`src/rtl/cnn_layer_accel_fetch_pkg.sv`:
```
// Shared state encoding, default sizing and statistics record for the row fetch controller.
// Sizing follows the PIXEL_WIDTH / MAX_NUM_INPUT_COLS / MAX_NUM_INPUT_ROWS macros when supplied.
`ifndef PIXEL_WIDTH
`define PIXEL_WIDTH 16
`endif
`ifndef MAX_NUM_INPUT_COLS
`define MAX_NUM_INPUT_COLS 512
`endif
`ifndef MAX_NUM_INPUT_ROWS
`define MAX_NUM_INPUT_ROWS 512
`endif

package cnn_layer_accel_fetch_pkg;

  localparam int PIX_W    = `PIXEL_WIDTH;
  localparam int MAX_COLS = `MAX_NUM_INPUT_COLS;
  localparam int MAX_ROWS = `MAX_NUM_INPUT_ROWS;
  localparam int CW       = $clog2(MAX_COLS);
  localparam int RW       = $clog2(MAX_ROWS);
  localparam int STALL_W  = 32;

  typedef enum logic [2:0] {
    IDLE,
    ACK,
    REQ,
    STREAM,
    WAIT,
    DONE
  } fetch_state_t;

  typedef struct packed {
    logic [RW-1:0]      skip_rows;
    logic [RW-1:0]      fetch_rows;
    logic [STALL_W-1:0] stall_cycles;
  } fetch_stats_t;

  // Increment that sticks at all-ones instead of wrapping.
  function automatic logic [STALL_W-1:0] sat_inc(input logic [STALL_W-1:0] v);
    return (&v) ? v : v + 1'b1;
  endfunction

endpackage

```
`src/rtl/cnn_layer_accel_row_fetch_stream.sv`:
```
// STREAM-phase beat acceptor: counts columns, flags the last beat of the row and
// registers each accepted pixel onto the prefetch buffer write port.
module cnn_layer_accel_row_fetch_stream
  import cnn_layer_accel_fetch_pkg::*;
#(
  parameter int PIXEL_WIDTH = PIX_W,
  parameter int COL_W       = CW
) (
  input  logic                   clk,
  input  logic                   rst_n,
  input  logic                   en,
  input  logic                   clear,
  input  logic                   flush,
  input  logic [COL_W-1:0]       num_cols,
  input  logic                   pix_valid,
  input  logic [PIXEL_WIDTH-1:0] pix_data,
  output logic                   pix_ready,
  output logic                   last_beat,
  output logic                   wr_en,
  output logic [PIXEL_WIDTH-1:0] din
);

  logic [COL_W-1:0] col_cnt;
  logic             accept;

  assign pix_ready = en && (col_cnt < num_cols);
  assign accept    = pix_ready && pix_valid;
  assign last_beat = accept && (col_cnt == num_cols - 1'b1);

  // Accepted beat appears on the write port one cycle later.
  always_ff @(posedge clk or negedge rst_n) begin
    if (!rst_n) begin
      col_cnt <= '0;
      wr_en   <= 1'b0;
      din     <= '0;
    end else begin
      wr_en <= accept && !flush;
      if (flush || clear) begin
        col_cnt <= '0;
      end else if (accept) begin
        col_cnt <= col_cnt + 1'b1;
      end
      if (accept) begin
        din <= pix_data;
      end
    end
  end

endmodule

```
`src/rtl/cnn_layer_accel_row_fetch_ctrl.sv`:
```
// Row fetch controller feeding the row prefetch buffer; cancelled rows are retired without a fetch.
// Defining CNN_LAYER_ACCEL_ROW_FETCH_STATS_EN adds skip/fetch/stall statistics outputs.
module cnn_layer_accel_row_fetch_ctrl
  import cnn_layer_accel_fetch_pkg::*;
#(
  parameter  int PIXEL_WIDTH        = PIX_W,
  parameter  int MAX_NUM_INPUT_COLS = MAX_COLS,
  parameter  int MAX_NUM_INPUT_ROWS = MAX_ROWS,
  localparam int COL_W              = $clog2(MAX_NUM_INPUT_COLS),
  localparam int ROW_W              = $clog2(MAX_NUM_INPUT_ROWS)
) (
  input  logic                   clk,
  input  logic                   rst_n,
  input  logic                   start,
  input  logic                   abort,
  input  logic [COL_W-1:0]       num_cols,
  input  logic [ROW_W-1:0]       num_rows,
  output logic                   fetch_req_valid,
  input  logic                   fetch_req_ready,
  output logic [ROW_W-1:0]       fetch_req_row,
  input  logic                   pix_valid,
  output logic                   pix_ready,
  input  logic [PIXEL_WIDTH-1:0] pix_data,
  output logic                   wr_en,
  output logic [PIXEL_WIDTH-1:0] din,
  output logic [ROW_W-1:0]       input_row,
  input  logic                   cncl_fetch_req,
  input  logic                   next_row,
  output logic                   job_fetch_ack,
  output logic                   job_complete_ack,
  output logic                   busy
`ifdef CNN_LAYER_ACCEL_ROW_FETCH_STATS_EN
  ,
  output logic [ROW_W-1:0]       stat_skip_rows,
  output logic [ROW_W-1:0]       stat_fetch_rows,
  output logic [STALL_W-1:0]     stat_stall_cycles
`endif
);

  fetch_state_t     state, state_nxt;
  logic [COL_W-1:0] cols_q;
  logic [ROW_W-1:0] rows_q;
  logic [ROW_W-1:0] cur_row;
  logic             nxt_pend;
  logic             last_beat;
  logic             stream_en;
  logic             retire;
  logic             last_row;
  logic             job_empty;

  assign stream_en     = (state == STREAM) && !abort;
  assign retire        = next_row || nxt_pend;
  assign last_row      = (cur_row == rows_q - 1'b1);
  assign job_empty     = (num_cols == '0) || (num_rows == '0);
  assign busy          = (state != IDLE);
  assign input_row     = cur_row;
  assign fetch_req_row = cur_row;

  // Abort takes priority over everything, including acks and the request handshake.
  always_comb begin
    state_nxt        = state;
    fetch_req_valid  = 1'b0;
    job_fetch_ack    = 1'b0;
    job_complete_ack = 1'b0;
    if (abort) begin
      state_nxt = IDLE;
    end else begin
      unique case (state)
        IDLE: begin
          if (start) state_nxt = job_empty ? DONE : ACK;
        end
        ACK: begin
          job_fetch_ack = 1'b1;
          state_nxt     = REQ;
        end
        REQ: begin
          if (cncl_fetch_req) begin
            state_nxt = WAIT;
          end else begin
            fetch_req_valid = 1'b1;
            if (fetch_req_ready) state_nxt = STREAM;
          end
        end
        STREAM: begin
          if (last_beat) state_nxt = WAIT;
        end
        WAIT: begin
          if (retire) state_nxt = last_row ? DONE : ACK;
        end
        DONE: begin
          job_complete_ack = 1'b1;
          state_nxt        = IDLE;
        end
        default: state_nxt = IDLE;
      endcase
    end
  end

  always_ff @(posedge clk or negedge rst_n) begin
    if (!rst_n) begin
      state    <= IDLE;
      cols_q   <= '0;
      rows_q   <= '0;
      cur_row  <= '0;
      nxt_pend <= 1'b0;
    end else begin
      state <= state_nxt;
      if (abort) begin
        cur_row  <= '0;
        nxt_pend <= 1'b0;
      end else begin
        if (state == IDLE && start) begin
          cols_q  <= num_cols;
          rows_q  <= num_rows;
          cur_row <= '0;
        end
        if (state == WAIT && retire && !last_row) begin
          cur_row <= cur_row + 1'b1;
        end
        // An early next_row is remembered until WAIT retires the row.
        if (state == IDLE || (state == WAIT && retire)) begin
          nxt_pend <= 1'b0;
        end else if (next_row) begin
          nxt_pend <= 1'b1;
        end
      end
    end
  end

  cnn_layer_accel_row_fetch_stream #(
    .PIXEL_WIDTH(PIXEL_WIDTH),
    .COL_W      (COL_W)
  ) u_stream (
    .clk      (clk),
    .rst_n    (rst_n),
    .en       (stream_en),
    .clear    (state == ACK),
    .flush    (abort),
    .num_cols (cols_q),
    .pix_valid(pix_valid),
    .pix_data (pix_data),
    .pix_ready(pix_ready),
    .last_beat(last_beat),
    .wr_en    (wr_en),
    .din      (din)
  );

`ifdef CNN_LAYER_ACCEL_ROW_FETCH_STATS_EN
  fetch_stats_t stats_q;

  always_ff @(posedge clk or negedge rst_n) begin
    if (!rst_n) begin
      stats_q <= '0;
    end else if (state == IDLE && start && !abort) begin
      stats_q <= '0;
    end else begin
      if (state == REQ && !abort && cncl_fetch_req) begin
        stats_q.skip_rows <= stats_q.skip_rows + 1'b1;
      end
      if (fetch_req_valid && fetch_req_ready) begin
        stats_q.fetch_rows <= stats_q.fetch_rows + 1'b1;
      end
      if (pix_ready && !pix_valid) begin
        stats_q.stall_cycles <= sat_inc(stats_q.stall_cycles);
      end
    end
  end

  assign stat_skip_rows    = stats_q.skip_rows;
  assign stat_fetch_rows   = stats_q.fetch_rows;
  assign stat_stall_cycles = stats_q.stall_cycles;
`endif

endmodule

```
`config.mk`:
```
export PLATFORM = sky130hd
export DESIGN_NAME = cnn_layer_accel_row_fetch_ctrl
export DESIGN_NICKNAME = d
export VERILOG_FILES = /design/src/rtl/cnn_layer_accel_fetch_pkg.sv /design/src/rtl/cnn_layer_accel_row_fetch_stream.sv /design/src/rtl/cnn_layer_accel_row_fetch_ctrl.sv
export SDC_FILE = /design/constraint.sdc
export NUM_CORES = 1
export LEC_CHECK = 0
export CAP_MARGIN = 30
export CORE_ASPECT_RATIO = 0.7
export CORE_MARGIN = 2
export CORE_UTILIZATION = 50
export DETAILED_ROUTE_END_ITERATION = 12
export PLACE_DENSITY = 0.79
export SYNTH_ARGS = -nofsm -noshare
export SYNTH_HDL_FRONTEND = slang
export SYNTH_HIERARCHICAL = 1
export SYNTH_SLANG_ARGS = --single-unit
```
`constraint.sdc`:
```
create_clock -name clk -period 3.2 [get_ports clk]
set_input_delay 0.96 -clock clk [delete_from_list [all_inputs] [get_ports clk]]
set_output_delay 0.96 -clock clk [all_outputs]
set_load 0.02 [all_outputs]
```
======== After elaboration in Yosys (flattened, before gate mapping) ========
Cells that the tools add are included.
word-level totals
  flip-flop bits (word level) ............. 57
  bits of input ports ..................... 42
  output and inout bits ................... 40
  word-level logic and storage cells ...... 72
cells by class
  $add $sub $neg .......................... 4
  $lt $le $gt $ge ......................... 1
  equal/unequal tests ..................... 11
  muxes and demuxes ....................... 24
  bitwise logic cells ..................... 1
  reduce and logical (&&, ||, !) cells .... 23
operators by type and width
  kind                 count
  $mux 9               5
  $mux 3               8
  $add 9x1->9 const B  2
  $eq 9x9->1           2
  $logic_not 9->1      2
  $sub 9x1->9 const B  2
  $pmux 3 s5           1
  $mux 1               10
  $lt 9x9->1           1
  $ne 3x3->1 const B   3
  $reduce_bool 3->1    3
  $logic_and 1x1->1    8
  $eq 3x2->1 const B   2
  $eq 3x3->1 const B   2
  $logic_or 1x1->1     4
  $ne 4x4->1 const B   1
  $reduce_and 4->1     1
  $eq 3x1->1 const B   1
  $logic_not 3->1      1
  $logic_not 1->1      2
  $reduce_and 2->1     1
  $reduce_bool 2->1    1
  $not 1->1            1

======== Logic depth before layout (Yosys ltp) ========
Gate-level depths: netlist of run 1.
  word-level depth ........................ 8
  gate-level depth with buffers ........... 14
  depth with buffers taken out ............ 12

======== Hierarchy ========
The synthesis of run 1 kept the hierarchy.
by module, submodules not included
  module                            instances  cells an instance  area each (µm²)  seq. area each (µm²)
  cnn_layer_accel_row_fetch_ctrl    1          205                1945.6           775.7
  cnn_layer_accel_row_fetch_stream  1          166                1711.6           650.6

======== Least setup slack after synthesis of run 1 ========
Ideal clock, no wire load.
  path kind ............................... input port to flip-flop
  start point ............................. in abort
  end point ............................... reg state[2]
  setup time .............................. 0.064 ns
  arrival ................................. 3.141 ns
  required time ........................... 3.136 ns
  slack ................................... -0.005 ns
  cell stages on the path ................. 14
  buffers on the path ..................... 3
  cells stage by stage .................... clkbuf_1 > nand2b_1 > nor2_1 > o2111ai_2 > or2_1 > buf_6 > nor2_4 > buf_6 > and4_1 > inv_1 > a31oi_1 > o211ai_1 > o32ai_1 > a21o_1
between the ends
  cells in the longest elaborated chain, start to end .. 7
  elaborated cells between the ends (all ways) .. 11
  classes of those cells .................. eq/ne (4); mux (1); reduce/logical (6)
RTL lines
  item                               line                                    text
  start: declaration                 cnn_layer_accel_row_fetch_ctrl.sv:15    input logic abort,
  $logic_not 1->1                    cnn_layer_accel_row_fetch_ctrl.sv:51    assign stream_en = (state == STREAM) && !abort;
  $logic_and 1x1->1                  cnn_layer_accel_row_fetch_ctrl.sv:51
  net stream_en                      cnn_layer_accel_row_fetch_ctrl.sv:46    logic stream_en;
  $logic_and 1x1->1                  cnn_layer_accel_row_fetch_stream.sv:26  assign pix_ready = en && (col_cnt < num_cols);
  $logic_and 1x1->1                  cnn_layer_accel_row_fetch_stream.sv:27  assign accept = pix_ready && pix_valid;
  $logic_and 1x1->1                  cnn_layer_accel_row_fetch_stream.sv:28  assign last_beat = accept && (col_cnt == num_cols - 1'b1);
  net last_beat                      cnn_layer_accel_row_fetch_ctrl.sv:45    logic last_beat;
  $ne 3x3->1 (no source line)        -
  $reduce_and 4->1 (no source line)  -
  end signal: assignment             cnn_layer_accel_row_fetch_ctrl.sv:107   state <= state_nxt;
  end: declaration                   cnn_layer_accel_row_fetch_ctrl.sv:40    fetch_state_t state, state_nxt;
The timed path passes the listed nets, and every way through them passes these cells.
A chain may end at the register's enable or synchronous reset.

======== Worst setup path in the final report of run 1 ========
  start point ............................. in abort
  end point ............................... out job_fetch_ack
between the ends
  cells in the longest elaborated chain, start to end .. 1
RTL lines
  item              line                                  text
  $mux 1            cnn_layer_accel_row_fetch_ctrl.sv:65  if (abort) begin
  end: declaration  cnn_layer_accel_row_fetch_ctrl.sv:29  output logic job_fetch_ack,
Every way passes these cells.

==> impl_results.md, run 1 <==
- Status: complete, no violations
- Total Wirelength: slightly below 9000 um
- Aggregate global-route resource usage: approximately a quarter
- DP Cell Count: roughly 540
- CTS buffer count: 9
- Hold WS: between 500 and 600 ps
- Vias: 3,175
- Net Count, Synth: around 430
- DR vias/cell: ~5.7
- CP max stage delay: roughly 430 ps
- Maxcap violations: 0
- Final Critical Period: about 3100 ps
- Initial antenna violation count: 0
- Routed len/inst: around 16 um
- Global-route wire length before repair: about 15,000 um
- Drt pass-1 iters: 5
- Synth Area in XOR/XNOR: under 10%
- Std-Cell Core Area: a little over 7000 sq um
- Largest net degree at the start of global routing: 22
- Post-layout util: roughly 66%
- Kind of start point of the critical path: input port
- Compound-Gate Fraction of Synth Area: around 15%
- Die width: 106 um
- Sequential share of the synthesized area: between 30% and 40%
- Setup Viol. Count Final: 0
- Critical path's top delay family: buffers and inverters
- CTS H-Tree Depth: 3
- Req. time, crit path: roughly 2200 ps
- Die area: around 8000 sq um
- Synthesized flop and latch total: 57
- Multiplexer share of the synthesized area: 12.2%
- Critical Path Sink Type: primary output
- Cells after Synth: between 300 and 400
- Crit-path cells: clkdlybuf4s50_1, nand2b_4, buf_4, nor3_1, dlygate4sd2_1
- P&R area growth vs syn: 30.4%
- Power Density: ~750 nW/um^2
- Vias in the first global route: between 3,000 and 4,000
- HP Class: reg2reg
- Tot Pwr: 3.57 mW
- Mapped Avg Cell Area: slightly below 10 sq um
- TritonCTS Sinks: 57
- CTS tree: done
- Worst-margin pin slew: ~840 ps
- Fin. Hold Viols: 0
- Finished Layout Cells: 559
- # nets final: just over 500
- ANT nets after route: 0
- Share of cells above drive strength 1: ~18%
- Crit path kind: in2out
- Finished Cell Area: 4770 sq um
- Root buffer cell: clkbuf_8
- Final Cycle Share: 96.8%
- N_diodes: 0
- GPL Wtd Cong: about 0.9
- DRC violations left: 0
- CTS Hold Bufs: 0
- Maximum VDD drop: 0.000584 V
- Mapped Area: 3660 sq um
- Synth unique cells: 61
- Initial DRC Count: roughly 280
- Slew Viols, Final: 0
- Max Buffers Root-to-Sink: 2
- Die Ht: roughly 76 um
- Worst-case clock skew: ~15 ps
- CP Buf/Inv Count: 3
- Row cnt: 26
- CTS clk-pin slew, worst paths: about 70 ps
- Largest family of logic cells by synthesized area: simple AND/OR/NAND/NOR gates
- Post-synth EDFFs: 0
- Post-synthesis simple-gate area fraction: 18.8%
- Main synth FF type: dfrtp_1
- Grt ovf: 0
- Leakage Power: between 2 and 2.5 nW
- Adder-cell share of the synthesized area: under 10%
- Num ports: 82
- Port bufs: 81
- Rel. slew slack: a little over two fifths
- Fmax: roughly 320 MHz
- Clk Latency, worst-skew pair: approximately 350 ps
- Critical Path Fanout Max: 3
- RSZ-0062 raised after global routing: no
- Data arrival time of the critical path: between 2000 and 2500 ps
- Placed cell area: 4580 sq um
- Async set-reset flop share out of synthesis: 100%
- Detailed placement HPWL: approximately 6700 um
- Starting Density: between 50 and 60%
- Slowest cell on crit path: clkdlybuf4s50_1
- Synthesis Warnings: 6
-- worst paths after layout --
check / slack [ps] / start / to / depth (start not counted)
setup reg to reg: 420 / cols_q[2]$_DFFE_PN0P_ / state[2]$_DFFE_PN0P_ / 10
min in group asynchronous: 550 / rst_n / rows_q[5]$_DFFE_PN0P_ / 1
hold / removal: 510 / u_stream/din[11]$_DFFE_PN0P_ / u_stream/din[11]$_DFFE_PN0P_ / 1
max in group asynchronous: 1980 / rst_n / state[1]$_DFFE_PN0P_ / 2
setup / recovery: 100 / abort / job_fetch_ack / 5
hold reg to reg: 510 / u_stream/din[11]$_DFFE_PN0P_ / u_stream/din[11]$_DFFE_PN0P_ / 1
-- kinds of logic after synthesis --
logic type / after synthesis
AND/OR/NAND/NOR: 128
AO/OA/AOI/OAI: 71
flip-flops: 57
buffers and inverters: 45
multiplexers: 37
XOR/XNOR: 20
adder cells (fa/ha/maj): 13
-- final cells by class --
type / count / area [sq um]
sequential: 57 / 1430
timing repair buffer: 97 / 913
fill: 550 / 2420
clock buffer: 12 / 155
multi-input combinational: 269 / 2020
inverter: 22 / 82.6
tap: 98 / 123
clock inverter: 4 / 51.3
-- synth_stat cells (3+ instances only) --
cell type / instances / area share, %
a21oi_1: 18 / 2.5
a31oi_1: 4 / 0.68
and2_1: 3 / 0.51
buf_4: 9 / 1.8
clkbuf_1: 9 / 0.92
dfrtp_1: 57 / 39
ha_1: 13 / 4.4
inv_1: 22 / 2.3
mux2_2: 25 / 7.7
mux2_4: 9 / 3.7
mux2i_1: 3 / 0.82
nand2_1: 24 / 2.5
nand2b_1: 5 / 0.86
nand3_1: 17 / 2.3
nand4_1: 5 / 0.86
nor2_1: 22 / 2.3
nor2b_1: 3 / 0.51
nor3_1: 14 / 1.9
nor4_1: 5 / 0.86
o211ai_1: 3 / 0.62
o21ai_0: 12 / 1.6
o21ai_1: 3 / 0.41
o311ai_1: 5 / 1.2
o31ai_1: 6 / 1.2
or2_2: 4 / 0.68
or3_1: 6 / 1.0
or4_1: 5 / 1.0
xnor2_1: 15 / 3.6
xor2_1: 5 / 1.2
-- per-stage QoR --
step                      setup slack, ps  TNS, ps
after floorplan                      9.65        0
after global placement               -328     -936
after detailed placement             -337    -1010
after CTS                            2.00        0
after global routing                 54.8        0
final                                 101        0
-- power by group --
group / internal, mW / switching (mW) / leakage (nW) / total (mW)
registers: 0.958 / 0.250 / 0.744 / 1.21
logic: 0.846 / 0.819 / 1.15 / 1.66
clock network: 0.402 / 0.299 / 0.103 / 0.701
-- registers in the layout (all words and copies together) (netlist names) --
name / count
cols_q: 9
fetch_req_row: 9
nxt_pend: 1
rows_q: 9
state: 3
u_stream/col_cnt: 9
u_stream/din: 16
u_stream/wr_en: 1
-- repair_timing --
| action | in CTS | in global routing |
|---|---|---|
| buffers inserted | 0 | 0 |
| gates cloned | 0 | 0 |
| gates resized for setup | 9 | 2 |
| setup endpoints to repair | 4 | 2 |
-- layer usage --
metal / global-route usage, % / wire length [um] / vias up
met5: 0 / 0 / -
met4: 6.73 / 97 / 0
met3: 7.53 / 687 / 12
met2: 37.3 / 3850 / 126
met1: 31.7 / 4260 / 1517
li1: - / - / 1520
-- cell usage in the layout, fill, tap and decap left out, types with 13 or more instances in the layout --
cell type and count:
buf_4 16, mux2_2 25, ha_1 13, nor2_1 22
a21oi_1 18, xnor2_1 15, nor3_1 14, inv_1 22
nand3_1 17, nand2_1 24, clkdlybuf4s50_1 76, dfrtp_1 57
Power figures use the tool's default switching activity.
==> inputs of run 2 (changes only) <==
--- a/config.mk
+++ b/config.mk
@@ -10,8 +10,7 @@
 export CORE_MARGIN = 2
 export CORE_UTILIZATION = 50
 export DETAILED_ROUTE_END_ITERATION = 12
-export PLACE_DENSITY = 0.79
+export PLACE_DENSITY = 0.8
 export SYNTH_ARGS = -nofsm -noshare
 export SYNTH_HDL_FRONTEND = slang
-export SYNTH_HIERARCHICAL = 1
 export SYNTH_SLANG_ARGS = --single-unit
==> impl_results.md, run 2 <==
- Async set-reset flop share out of synthesis: 100% (unchanged)
- Data arrival time of the critical path: 2030 ps (was 2140 ps)
- Worst-margin pin slew: 823 ps (was 840 ps)
- Num ports: 82 (unchanged)
- Pre-CTS setup slack: -426 ps (was -337 ps)
- CTS buffer count: 9 (unchanged)
- Final Cycle Share: 93.4% (was 96.8%)
- Drt pass-1 iters: 5 (unchanged)
- DRC violations left: 0 (unchanged)
- Critical Path Fanout Max: 5 (was 3)
- Die width: 104 um (was 106 um)
- Rel. slew slack: 45.0% (was 43.5%)
- Mapped Area: 3500 sq um (was 3660 sq um)
- Clk Latency, worst-skew pair: 340 ps (was 350 ps)
- Most common cell after layout, fill and taps aside: clkdlybuf4s50_1 (unchanged)
- Die Ht: 74.0 um (was 75.6 um)
- Worst Setup SP: cols_q[6]$_DFFE_PN0P_ (was abort)
- Vias in the first global route: 2,941 (was 3,077)
- RSZ-0062 raised after global routing: no (unchanged)
- Count leader, synth: dfrtp_1 (unchanged)
- Largest net degree at the start of global routing: 32 (was 22)
- Initial antenna violation count: 0 (unchanged)
- Net Count, Synth: 418 (was 426)
- Setup Viol. Count Final: 0 (unchanged)
- Slew Viols, Final: 0 (unchanged)
- Req. time, crit path: 2240 ps (about the same)
- Main synth FF type: dfrtp_1 (unchanged)
- CTS clk-pin slew, worst paths: 70 ps (about the same)
- Most flop-heavy register: u_stream.din (was u_stream/din)
- Fmax: 335 MHz (was 323 MHz)
- Worst flop-to-flop path startpoint: cols_q[6]$_DFFE_PN0P_ (was cols_q[2]$_DFFE_PN0P_)
- Multi-input gate area: 1880 sq um (was 2020 sq um)
- Kind of start point of the critical path: flop (was input port)
- Worst-case clock skew: 10.5 ps (was 14.9 ps)
- Maxcap violations: 0 (unchanged)
- TritonCTS Sinks: 57 (unchanged)
- Status: complete, no violations (unchanged)
- Top cells by area, synth: dfrtp_1, mux2_2, ha_1, nor2_1, nand2_1 (was dfrtp_1, mux2_2, ha_1, mux2_4, xnor2_1)
- Routed len/inst: 15.5 um (was 15.9 um)
- Crit path capture: pix_ready (was job_fetch_ack)
- # nets final: 500 (was 511)
- Critical Path Sink Type: primary output (unchanged)
- Vias: 3,056 (was 3,175)
- Global-route wire length before repair: 14,100 um (was 14,700 um)
- Setup ws final: 211 ps (was 101 ps)
- Cells after Synth: 363 (was 371)
- Leakage Power: 2.02 nW (was 2.00 nW)
- Cell count of the worst reg-to-reg path: 9 (was 10)
- Total Wirelength: 8430 um (was 8890 um)
- Share of cells above drive strength 1: 18.9% (was 18.0%)
- Grt ovf: 0 (unchanged)
- DR vias/cell: 5.63 (was 5.68)
- RR Endpoint: state[1]$_DFFE_PN0P_ (was state[2]$_DFFE_PN0P_)
- GPL Wtd Cong: 0.881 (was 0.883)
- Top-area cell type share of the netlist area: 40.8% (was 39.0%)
- Fillers: 531 (was 550)
- Detailed placement HPWL: 6310 um (was 6670 um)
- Final Critical Period: 2990 ps (was 3100 ps)
- Row cnt: 25 (was 26)
- Synthesis Warnings: 0 (was 6)
- Max Buffers Root-to-Sink: 2 (unchanged)
- Die area: 7700 sq um (was 8030 sq um)
- Cell taking the most area after synthesis: dfrtp_1 (unchanged)
- Aggregate global-route resource usage: 23.3% (was 23.6%)
- ANT nets after route: 0 (unchanged)
- Synth unique cells: 58 (was 61)
- CTS H-Tree Depth: 3 (unchanged)
- Port bufs: 81 (unchanged)
- Post-route setup TNS: 0 ps (unchanged)
- Commonest cells after routing, fill and taps aside: clkdlybuf4s50_1, dfrtp_1, nor2_1 (was clkdlybuf4s50_1, dfrtp_1, mux2_2)
- Starting Density: 51.8% (was 50.9%)
- R2R Setup Slk: 730 ps (was 420 ps)
- Fin. Hold Viols: 0 (unchanged)
- Initial DRC Count: 172 (was 277)
- CTS Hold Bufs: 0 (unchanged)
- Post-layout util: 68.0% (was 66.3%)
- N_diodes: 0 (unchanged)
- Sequential standard cell area: 1430 sq um (unchanged)
- Post-synth EDFFs: 0 (unchanged)
- Hold WS: 506 ps (was 507 ps)
- HP Class: reg2reg (unchanged)
- CTS tree: done (unchanged)
- Sequential share of the synthesized area: 40.8% (was 39.0%)
- Crit path kind: reg2out (was in2out)
- Top post-synthesis cells by count: dfrtp_1, nor2_1, nand2_1 (was dfrtp_1, mux2_2, nand2_1)
- Synthesized flop and latch total: 57 (unchanged)
- Root buffer cell: clkbuf_8 (unchanged)
- Max FFs per register: 16 (unchanged)
- Mapped Avg Cell Area: 9.64 sq um (was 9.86 sq um)
- Maximum VDD drop: 0.000447 V (was 0.000584 V)
- Power Density: 703 nW/um^2 (was 749 nW/um^2)
- P&R area growth vs syn: 31.2% (was 30.4%)
- Std-Cell Core Area: 6760 sq um (was 7190 sq um)
## run 2: worst min-delay path by stage
stage                                      from                     endpoint  slack [ps]  depth (start not counted)
global placement    u_stream.din[8]$_DFFE_PN0P_  u_stream.din[8]$_DFFE_PN0P_         490                          1
floorplan                 rows_q[8]$_DFFE_PN0P_        rows_q[8]$_DFFE_PN0P_         500                          1
CTS                 u_stream.din[8]$_DFFE_PN0P_  u_stream.din[8]$_DFFE_PN0P_         510                          1
detailed placement  u_stream.din[6]$_DFFE_PN0P_  u_stream.din[6]$_DFFE_PN0P_         500                          1
global route        u_stream.din[6]$_DFFE_PN0P_  u_stream.din[6]$_DFFE_PN0P_         510                          1
finish              u_stream.din[8]$_DFFE_PN0P_  u_stream.din[8]$_DFFE_PN0P_         510                          1
## run 2: metal layers
layer  share of wire [%]  track usage, %  vias to the layer above
met5                   0               0                        -
met4                 1.7            8.71                        0
met3                 5.8            5.52                       12
met2                  45            35.8                      109
met1                  48            32.8                     1477
li1                    -               -                     1458
## run 2: power by group
group	internal (mW)	leakage, nW	switching (mW)
logic	0.690	1.17	0.769
clock network	0.336	0.0980	0.281
registers	0.924	0.749	0.229
## run 2: worst max-delay path: stages, from the launching register on
cell and delay, ps:
dfrtp_1 410, inv_1 110, ha_1 310, a211oi_1 240, nand2_1 90, o2111ai_1 230
and2_1 160, buf_4 140
## run 2: per-stage QoR
step,instance area (sq um),instances,total power [mW]
after global placement,4400,527,2.54
after CTS,4580,542,3.23
after floorplan,3500,363,2.08
after detailed placement,4400,527,2.59
after global routing,4590,543,3.45
final,4590,543,3.23
## run 2: final cells by class
type,count,area share (%)
Inverter,15,1.23
Clock buffer,12,3.60
Timing Repair Buffer,97,20.2
Clock inverter,3,0.327
Tap cell,94,2.56
Multi-Input combinational cell,265,41.0
Sequential cell,57,31.1
## run 2: timing repair
item                                    CTS  global route
pin swaps                                 0             2
gates resized for setup                  12             7
endpoints found under the setup margin    4             3
setup buffers                             0             1
## run 2: kinds of logic after synthesis
| family | after synthesis | synth area share (%) |
|---|---|---|
| adders and majority gates | 13 | 4.65 |
| muxes | 25 | 8.04 |
| and+or+nand+nor | 138 | 21.1 |
| buffers and inverters | 41 | 5.90 |
| AOI/OAI and AO/OA | 66 | 13.8 |
| DFF | 57 | 40.8 |
| xor gates and xnor gates | 23 | 5.76 |
==> inputs of run 3 (changes only) <==
--- a/config.mk
+++ b/config.mk
@@ -8,9 +8,9 @@
 export CAP_MARGIN = 30
 export CORE_ASPECT_RATIO = 0.7
 export CORE_MARGIN = 2
-export CORE_UTILIZATION = 50
+export CORE_UTILIZATION = 46
 export DETAILED_ROUTE_END_ITERATION = 12
-export PLACE_DENSITY = 0.8
+export PLACE_DENSITY = 0.78
 export SYNTH_ARGS = -nofsm -noshare
 export SYNTH_HDL_FRONTEND = slang
 export SYNTH_SLANG_ARGS = --single-unit
==> constraint.sdc (replaced) <==
create_clock -name clk -period 2.7 [get_ports clk]
set_input_delay 0.81 -clock clk [delete_from_list [all_inputs] [get_ports clk]]
set_output_delay 0.81 -clock clk [all_outputs]
set_load 0.02 [all_outputs]
==> impl_results.md, run 3 (same netlist as run 2, synthesis figures left out) <==
- Status: complete, no violations (unchanged)
- Maxcap violations: 0 (unchanged)
- Kind of start point of the critical path: flop (unchanged)
- TritonCTS Sinks: 57 (unchanged)
- Detailed placement HPWL: 6670 um (was 6310 um)
- Maximum VDD drop: 0.000407 V (was 0.000447 V)
- Total Wirelength: 8950 um (was 8430 um)
- DR vias/cell: 5.47 (was 5.63)
- Largest net degree at the start of global routing: 58 (was 32)
- Final Cycle Share: between 90 and 100%
- Most flop-heavy register: u_stream.din (unchanged)
- Switching Power: 1.57 mW (was 1.28 mW)
- Critical Path Sink Type: primary output (unchanged)
- Tot Pwr: 4.05 mW (was 3.23 mW)
- Switching Share: 38.6% (was 39.6%)
- N_diodes: 0 (unchanged)
- Die width: 108 um (was 104 um)
- CTS H-Tree Depth: 3 (unchanged)
- Max FFs per register: 16 (unchanged)
- Vias in the first global route: 3,019 (was 2,941)
- Clk Latency, worst-skew pair: 340 ps (about the same)
- Commonest cells after routing, fill and taps aside: clkdlybuf4s50_1, dfrtp_1, nand2_1, nor2_1, buf_4 (was clkdlybuf4s50_1, dfrtp_1, nor2_1)
- Worst-case clock skew: 10.5 ps (about the same)
- Vias: 3,067 (was 3,056)
- # nets final: 514 (was 500)
- Power Density: 858 nW/um^2 (was 703 nW/um^2)
- Num ports: 82 (unchanged)
- Max Buffers Root-to-Sink: 2 (unchanged)
- Drt pass-1 iters: 4 (was 5)
- Critical path's top delay family: compound AO/OA/AOI/OAI gates (unchanged)
- Grt ovf: 0 (unchanged)
- Fin. Hold Viols: 0 (unchanged)
- Die area: 8330 sq um (was 7700 sq um)
- Critical Path Fanout Max: 2 (was 5)
- CP max stage delay: 360 ps (was 410 ps)
- Global-route wire length before repair: 15,000 um (was 14,100 um)
- Initial DRC Count: 179 (was 172)
- Slew Viols, Final: 0 (unchanged)
- Register share of total power: 32.2% (was 35.7%)
- Rel. slew slack: 51.4% (was 45.0%)
- Most common cell after layout, fill and taps aside: clkdlybuf4s50_1 (unchanged)
- Initial antenna violation count: 0 (unchanged)
- Starting Density: 47.8% (was 51.8%)
- Power share of the combinational group: 48.0% (was 45.2%)
- Post-route setup TNS: 0 ps (unchanged)
- Fmax: 383 MHz
- CTS buffer count: 9 (unchanged)
- Root buffer cell: clkbuf_8 (unchanged)
- CTS Hold Bufs: 0 (unchanged)
- Crit path kind: reg2out (unchanged)
- Row cnt: 26 (was 25)
- Setup Viol. Count Final: 0 (unchanged)
- Port bufs: 81 (unchanged)
- Leakage Power: 2.09 nW (was 2.02 nW)
- Std-Cell Core Area: 7320 sq um (was 6760 sq um)
- Final Critical Period: roughly 2600 ps
- CTS tree: done (unchanged)
- Clk pwr share: 19.7% (was 19.1%)
- Req. time, crit path: 1890 ps (was 2240 ps)
- HP Class: reg2reg (unchanged)
- Routed len/inst: 16.0 um (was 15.5 um)
- ANT nets after route: 0 (unchanged)
- Share of cells above drive strength 1: 22.5% (was 18.9%)
- Worst-margin pin slew: 729 ps (was 823 ps)
- CP Buf/Inv Count: 2 (unchanged)
- Aggregate global-route resource usage: 23.0% (was 23.3%)
- Int Pwr: 2.49 mW (was 1.95 mW)
- DRC violations left: 0 (unchanged)
- P&R area growth vs syn: 35.0% (was 31.2%)
- Crit-path cells: inv_2, ha_1, a211oi_2, nand2_1, o2111ai_2, and2_4, buf_6 (was inv_1, ha_1, a211oi_1, nand2_1, o2111ai_1, and2_1, buf_4)
- CTS clk-pin slew, worst paths: 70 ps (about the same)
- Data arrival time of the critical path: 1800 ps (was 2030 ps)
- GPL Wtd Cong: 0.883 (was 0.881)
- Slowest cell on crit path: dfrtp_1 (unchanged)
- Die Ht: 77.0 um (was 74.0 um)
run 3: worst paths after layout:
kind                                             startpoint  slack (ps)  cells after the start                              end
worst max-delay path                  cols_q[6]$_DFFE_PN0P_          90                      7                        pix_ready
worst min-delay path            u_stream.din[9]$_DFFE_PN0P_         510                      1      u_stream.din[9]$_DFFE_PN0P_
worst max register to register        rows_q[0]$_DFFE_PN0P_         290                      8     fetch_req_row[6]$_DFFE_PN0P_
worst min register to register  u_stream.din[9]$_DFFE_PN0P_         510                      1      u_stream.din[9]$_DFFE_PN0P_
max in group asynchronous                             rst_n        1610                      2  u_stream.col_cnt[4]$_DFFE_PN0P_
min in group asynchronous                             rst_n         600                      2     u_stream.din[11]$_DFFE_PN0P_
run 3: per-layer routing:
layer / GRT usage [%] / vias up / part of all wire [%]
li1: - / 1468 / -
met1: 33.4 / 1501 / 48
met2: 34.9 / 86 / 46
met3: 5.27 / 12 / 5.5
met4: 5.13 / 0 / 1.3
met5: 0 / - / 0
run 3: power groups by stage:
| stage | logic, mW | registers, mW | clock network (mW) |
|---|---|---|---|
| after floorplan | 1.07 | 1.40 | 0 |
| after global placement | 1.85 | 1.30 | 0 |
| after detailed placement | 1.91 | 1.32 | 0 |
| after CTS | 1.94 | 1.30 | 0.809 |
| after global routing | 2.13 | 1.34 | 0.848 |
| final | 1.95 | 1.31 | 0.800 |
run 3: final cells by class:
class | count | area, sq um
Multi-Input combinational cell | 265 | 1900
Timing Repair Buffer | 111 | 1020
Clock inverter | 3 | 40.0
Fill cell | 601 | 2590
Inverter | 15 | 56.3
Tap cell | 98 | 123
Clock buffer | 12 | 155
Sequential cell | 57 | 1430
run 3: metrics by stage:
step / hold slack, ps / area [sq um] / worst slack (ps) / instances / util, %
after detailed placement: 495 / 4510 / -610 / 546 / 61.6
after CTS: 509 / 4720 / 1.67 / 561 / 64.5
after floorplan: 502 / 3500 / 224 / 363 / -
final: 506 / 4720 / 87.1 / 561 / 64.5
after global routing: 519 / 4720 / -1.06 / 561 / 64.5
after global placement: 491 / 4510 / -604 / 546 / 61.6
run 3: what timing repair did:
item	4_1_cts	5_1_grt
setup endpoints to repair	4	2
buffers inserted	0	0
pin swaps	3	5
gates resized for setup	23	6
